`src/rtl/timer_counter.sv`:
```
// Count engine of the timer: prescaled tick, up/down count between 0 and MAX
// with clear/load/stop/start control, registered value/running/done outputs.
module timer_counter #(
   parameter int DIV = 50_000_000,
   parameter int MAX = 999
) (
   input  logic       clk,
   input  logic       rst_n,
   input  logic       start,
   input  logic       stop,
   input  logic       clear,
   input  logic       load,
   input  logic [9:0] load_value,
   input  logic       dir,
   output logic [9:0] value,
   output logic       running,
   output logic       done
);

   localparam int PW = $clog2(DIV);
   localparam logic [PW-1:0] PRESC_LAST = PW'(DIV - 1);
   localparam logic [9:0]    MAX_V      = 10'(MAX);

   typedef enum logic [1:0] {
      S_IDLE,
      S_RUN,
      S_PAUSE,
      S_DONE
   } state_t;

   state_t          r_state;
   logic [9:0]      r_value;
   logic [PW-1:0]   r_presc;
   logic            r_done;
   logic            r_running;

   state_t          w_nextState;
   logic [9:0]      w_nextValue;
   logic [PW-1:0]   w_nextPresc;
   logic            w_nextDone;
   logic            w_atTerminal;
   logic [9:0]      w_valueUp;
   logic [9:0]      w_valueDn;

   assign w_atTerminal = dir ? (r_value == 10'd0) : (r_value == MAX_V);
   assign w_valueUp    = r_value + 10'd1;
   assign w_valueDn    = r_value - 10'd1;

   // stop outranks start even when stop itself has nothing to do
   always_comb begin
      w_nextState = r_state;
      w_nextValue = r_value;
      w_nextPresc = r_presc;
      w_nextDone  = 1'b0;
      if (clear) begin
         w_nextState = S_IDLE;
         w_nextValue = '0;
         w_nextPresc = '0;
      end else if (load) begin
         w_nextState = S_IDLE;
         w_nextValue = (load_value > MAX_V) ? MAX_V : load_value;
         w_nextPresc = '0;
      end else if (stop) begin
         if (r_state == S_RUN) begin
            w_nextState = S_PAUSE;
         end
      end else if (start && (r_state != S_RUN)) begin
         if (r_state == S_PAUSE) begin
            w_nextState = S_RUN;
         end else if (w_atTerminal) begin
            w_nextState = S_DONE;
            w_nextDone  = 1'b1;
         end else begin
            w_nextState = S_RUN;
            w_nextPresc = '0;
         end
      end else if (r_state == S_RUN) begin
         if (r_presc == PRESC_LAST) begin
            w_nextPresc = '0;
            if (w_atTerminal) begin
               w_nextState = S_DONE;
               w_nextDone  = 1'b1;
            end else if (dir) begin
               w_nextValue = w_valueDn;
               if (w_valueDn == 10'd0) begin
                  w_nextState = S_DONE;
                  w_nextDone  = 1'b1;
               end
            end else begin
               w_nextValue = w_valueUp;
               if (w_valueUp == MAX_V) begin
                  w_nextState = S_DONE;
                  w_nextDone  = 1'b1;
               end
            end
         end else begin
            w_nextPresc = r_presc + 1'b1;
         end
      end
   end

   always_ff @(posedge clk or negedge rst_n) begin
      if (!rst_n) begin
         r_state   <= S_IDLE;
         r_value   <= '0;
         r_presc   <= '0;
         r_done    <= 1'b0;
         r_running <= 1'b0;
      end else begin
         r_state   <= w_nextState;
         r_value   <= w_nextValue;
         r_presc   <= w_nextPresc;
         r_done    <= w_nextDone;
         r_running <= (w_nextState == S_RUN);
      end
   end

   assign value   = r_value;
   assign running = r_running;
   assign done    = r_done;

endmodule
```
`config.mk`:
```
export PLATFORM = sky130hd
export DESIGN_NAME = timer_counter
export DESIGN_NICKNAME = d
export VERILOG_FILES = /design/src/rtl/timer_counter.sv
export SDC_FILE = /design/constraint.sdc
export NUM_CORES = 1
export LEC_CHECK = 0
export ABC_AREA = 1
export CAP_MARGIN = 20
export CORE_MARGIN = 2
export CORE_UTILIZATION = 53
export CTS_CLUSTER_DIAMETER = 120
export DETAILED_ROUTE_END_ITERATION = 7
export GPL_TIMING_DRIVEN = 0
export PLACE_DENSITY = 0.77
export SLEW_MARGIN = 10
export SYNTH_ARGS = -nofsm -noshare
export SYNTH_HDL_FRONTEND = slang
export SYNTH_SLANG_ARGS = --single-unit
```
`constraint.sdc`:
```
create_clock -name clk -period 2 [get_ports clk]
set_clock_uncertainty 0.15 [all_clocks]
set_input_delay 0.2 -clock clk [delete_from_list [all_inputs] [get_ports clk]]
set_output_delay 0.2 -clock clk [all_outputs]
set_load 0.03 [all_outputs]
```
-- Yosys cells after proc, flatten, opt, wreduce, memory -nomap -nowiden
Index checks and enable logic that the tools add are counted.
Widths: inputs -> output; s select.
- memory bits (writable): 0
- memories: 0
- memory bits (read-only): 0
- latch bits: 0
- flip-flop bits (word level): 40
- word-level logic and storage cells: 72
- input port bits: 17
- div/mod/pow operators: 0
- add/sub/neg operators: 3
- muxes and demuxes: 43
- equality and inequality tests: 12
- reductions and logical operators: 8
- bitwise logic cells: 0
- shifts and indexed selects: 0
- order comparisons: 1
- multiply operators: 0
- operators with widths (cell ; count):
    $mux 26 ; 8
    $mux 10 ; 9
    $add 26x1->26 const B ; 1
    $eq 26x26->1 const B ; 1
    $mux 2 ; 13
    $eq 10x10->1 const B ; 2
    $logic_not 10->1 ; 2
    $mux 1 ; 13
    $add 10x1->10 const B ; 1
    $gt 10x10->1 const B ; 1
    $sub 10x1->10 const B ; 1
    $ne 4x4->1 const B ; 2
    $ne 3x3->1 const B ; 2
    $reduce_bool 3->1 ; 2
    $reduce_and 5->1 ; 1
    $eq 2x1->1 const B ; 2
    $reduce_and 4->1 ; 1
    $reduce_bool 4->1 ; 1
    $ne 3x1->1 const B ; 1
    $eq 2x2->1 const B ; 1
    $ne 2x1->1 const B ; 1
    $logic_and 1x1->1 ; 1

-- Depth between registers and ports, before layout
- depth in word-level cells: 12
- mapped depth: 16
- gate-level depth less buffers: 16

-- Least setup slack after synthesis
OpenSTA, ideal clock, no wires.
- path kind: reg2reg
- start: register r_value[0] (netlist: value[0])
- end: register r_presc[22]
- cell stages (with the launch flop): 13
- data arrival time: 1.938 ns
- library setup time: 0.116 ns
- buffers on the path: 1
- clock period less this slack: 2.204 ns
- path slack: -0.204 ns
- path through: dfrtp_1 ha_1 nand3_2 or3_4 o21bai_4 nand2_2 nand2_4 inv_4 buf_6 nand2_1 nand2_1 nand2_1 nor2_2
- cells in the longest elaborated chain, start to end: 4
- elaborated cells between the ends (all ways): 5
- ends and longest elaborated chain (item ; line ; RTL):
    start, declared ; 32 ; logic [9:0] r_value;
    start signal, assigned ; 111 ; r_value <= w_nextValue;
    $eq 10x10->1 / $logic_not 10->1 (equally long branches) ; 45 ; assign w_atTerminal = dir ? (r_value == 10'd0) : (r_value == MAX_V);
    $mux 1 (*) ; 45 ;
    $ne 4x4->1 (no source line) (*) ; n/a ;
    $reduce_and 4->1 (no source line) (*) ; n/a ;
    end signal, assigned ; 112 ; r_presc <= w_nextPresc;
    end, declared ; 33 ; logic [PW-1:0] r_presc;
Every way passes the cells marked *; elsewhere a longest branch is shown, timed or not.
A chain may end at the register's enable or synchronous reset.

-- Worst setup path in the final report
- start: register r_value[0] (netlist: value[0])
- end: register r_presc[10]
The elaborated chain is that of the path after synthesis.

==> results.md <==
- Worst Setup Slack post-DPL: -0.450 ns
- Area added between synthesis and finish: 31.0%
- Worst setup slack for register-to-register paths: -0.18 ns
- Die Y-Extent: 82.9 um
- Failing checks: setup timing
- Number of synthesized flops with an enable pin: 0
- Routability-driven placement congestion ratio: 0.981
- Number of flip-flops and latches in the synthesized netlist: 40
- Insertion delay of the later-clocked pin in the worst-skew pair: 0.31 ns
- Worst setup path class: flop to flop
- Core region area: 0.00596 mm2
- Clock buffers created by TritonCTS: 5
- CTS tree: built
- Worst flop-to-flop path startpoint: value[0]$_DFFE_PN0P_
- H-tree level count: 2
- VDD IR-drop max: 0.447 mV
- Max stage delay cell, worst path: dfrtp_2
- Pin count of the biggest net entering global routing: 24
- Grt ovf: 0
- Vias in the first global route: 3,668
- Share of synthesized area occupied by flip-flops and latches: 30.4%
- # IOs: 29
- First-pass GRT wire length: 17.1 mm
- End-of-flow core utilization: 72.5%
- Critical path's largest stage delay: 0.46 ns
- Synth Flop Type: dfrtp_1
- Vias after detailed routing: 3,711
- Unrepaired setup endpoints after global routing: true
- Commonest non-fill, non-tap cell in the layout: nand2_1
- Highest fanout seen on the critical path: 4
- Cell at the root of the clock tree: clkbuf_8
- Synthesized netlist net count: 524
- Drt first pass iters: 8
- Worst-Margin Slew: 0.713 ns
- Critical path launch point type: flop
- Die Width: 82.9 um
- Shortest period the worst path allows: 2.18 ns
- HPWL after DPL: 7.56 mm
- Status: finished, violations left
- Crit path arrival time: 2.25 ns
- Antenna cells: 0
- Number of clock sinks: 40
- Initial cell density of the core: 55.3%
- P_leak: 1.85 nW
- Total Die Area: 0.00686 mm2
- Cell repeated most along the worst path: buf_4
- Largest delay share family, worst path: simple AND/OR/NAND/NOR gates
- Kind of path behind the tightest hold check: input port to async pin
- Most frequent cells in the layout: 104 x nand2_1, 56 x nor2_1, 56 x inv_1
- Peak Freq: 458 MHz
- Worst path cell trace: ha_4, nand3_4, or3_4, o21bai_4, nand2_2, buf_4, buf_4, nand4_1, o21ai_2, a21oi_1
- Maximum buffer depth of the clock tree: 2
- Post-Synthesis Cells: 501
- Distinct cell type count after synthesis: 46
- WL per Instance: 16.8 um
- Number of hold violations in the final report: 0
- Max-slew violation total from the final report: 0
- Final worst slack: -0.183 ns
- Slew headroom: 52.5%
- Req. time, crit path: 2.07 ns
- Async SR Flop Fraction: 100%
- Crit path buf inv count: 2
- Count of nets left with antenna violations after detail routing: 0
- Cell area power density: 485 mW/mm2
- End of the worst register-to-register path: r_presc[10]$_DFFE_PN0P_
- Final-report setup violation count: 30
- Vias/cell: 5.83
- Area of the mapped netlist: 0.00330 mm2
- Logic depth of the worst register-to-register path: 10
- Yosys synthesis warning count: 0
- Antenna violations before repair: 0
- Final period utilization: 109%
- CTS clk-pin slew, worst paths: 0.09 ns
- WHS: 0.228 ns
- GR Util All Layers: 30.5%
- Reported max-cap violation count: 0
- Final wirelength: 10.7 mm
- Count of port buffers added during placement: 26
- Ratio of cells with drive above 1 in the final layout: 21.7%
- DRC Markers: 0
- Worst setup EP type: flop
- Number of violations reported at the end of detailed-routing iteration 0: 264
- Nets: 583
- FP Rows: 28
- Post-synthesis area per instance: 6.58 um2
[sequential cells by signal (all words and copies together), names as in the netlist]
name and cells:
value 10, running 1, done 1, r_presc 26, r_state 2
[power breakdown]
group	internal, mW	leakage [nW]	switching, mW	total [mW]
logic	0.258	1.27	0.408	0.666
clock network	0.245	0.0422	0.299	0.544
registers	0.834	0.539	0.0478	0.882
[how the worst max path moves through the flow]
stage / startpoint / end / slack [ns] / cells past startpoint
6_report: value[0]$_DFFE_PN0P_ / r_presc[10]$_DFFE_PN0P_ / -0.18 / 10
5_1_grt: value[0]$_DFFE_PN0P_ / running$_DFF_PN0_ / -0.29 / 15
4_1_cts: value[0]$_DFFE_PN0P_ / r_presc[7]$_DFFE_PN0P_ / -0.10 / 10
3_5_place_dp: start / r_presc[17]$_DFFE_PN0P_ / -0.45 / 11
3_3_place_gp: rst_n / value[2]$_DFFE_PN0P_ / -0.61 / 1
2_1_floorplan: value[0]$_DFFE_PN0P_ / r_presc[22]$_DFFE_PN0P_ / -0.04 / 12
[timing repair]
item	in CTS	in global routing
setup endpoints to repair	39	39
gates cloned	2	0
buffers inserted	16	8
resized for setup	33	54
hold buffers	1	0
hold endpoints to repair	17	0
pin swaps	6	16
[synthesized netlist by cell type, types with 6 or more instances]
cell type  instances  share of area [%]
inv_1             61                6.9
o21ai_0           19                2.9
o21ai_1           13                2.0
nand2_1          114                 13
nand4_1           17                3.2
a21oi_1           16                2.4
nor3_1            21                3.2
nor2_1            64                7.3
o22ai_1            9                1.7
dfrtp_1           40                 30
nand3_1           48                7.3
xor2_1             8                2.1
nand2_2            6                1.1
ha_1               6                2.3
[metal layers]
| metal | up-vias | wire length (um) | track usage [%] |
|---|---|---|---|
| li1 | 1772 | - | - |
| met3 | 34 | 539 | 4.27 |
| met2 | 158 | 5480 | 54.8 |
| met4 | 0 | 432 | 15.1 |
| met5 | - | 0 | 0 |
| met1 | 1747 | 4240 | 35.3 |
[cell families (layout without fill, tap and decap cells)]
kind of cell,Yosys count,after routing,synth area share (%)
and+or+nand+nor,297,297,42.8
adders and majority gates,6,6,2.28
buffers and inverters,78,138,9.57
xor gates and xnor gates,11,11,2.92
AOI/OAI and AO/OA,69,69,12.0
DFF,40,40,30.4
[per-stage QoR]
stage	cells	instance area (um2)	setup TNS, ns	total power, mW
3_3_place_gp	602	3670	-31.65	1.41
2_1_floorplan	501	3310	-0.312	1.22
6_report	636	4320	-3.73	2.09
5_1_grt	636	4320	-7.29	2.19
4_1_cts	630	4100	-2.00	2.03
3_5_place_dp	603	3690	-13.44	1.42
[cell type report]
cell class	instances	area [um2]
plain buffers	11	83.8
clock buffers	7	76.3
clock inverters	1	5.00
fillers	501	1640
inverters	66	260
multi-input cells	383	2240
flip-flops and latches	40	1010
well taps	75	93.8
repair buffers	53	548
No activity file was read; power rests on OpenSTA's default activity.
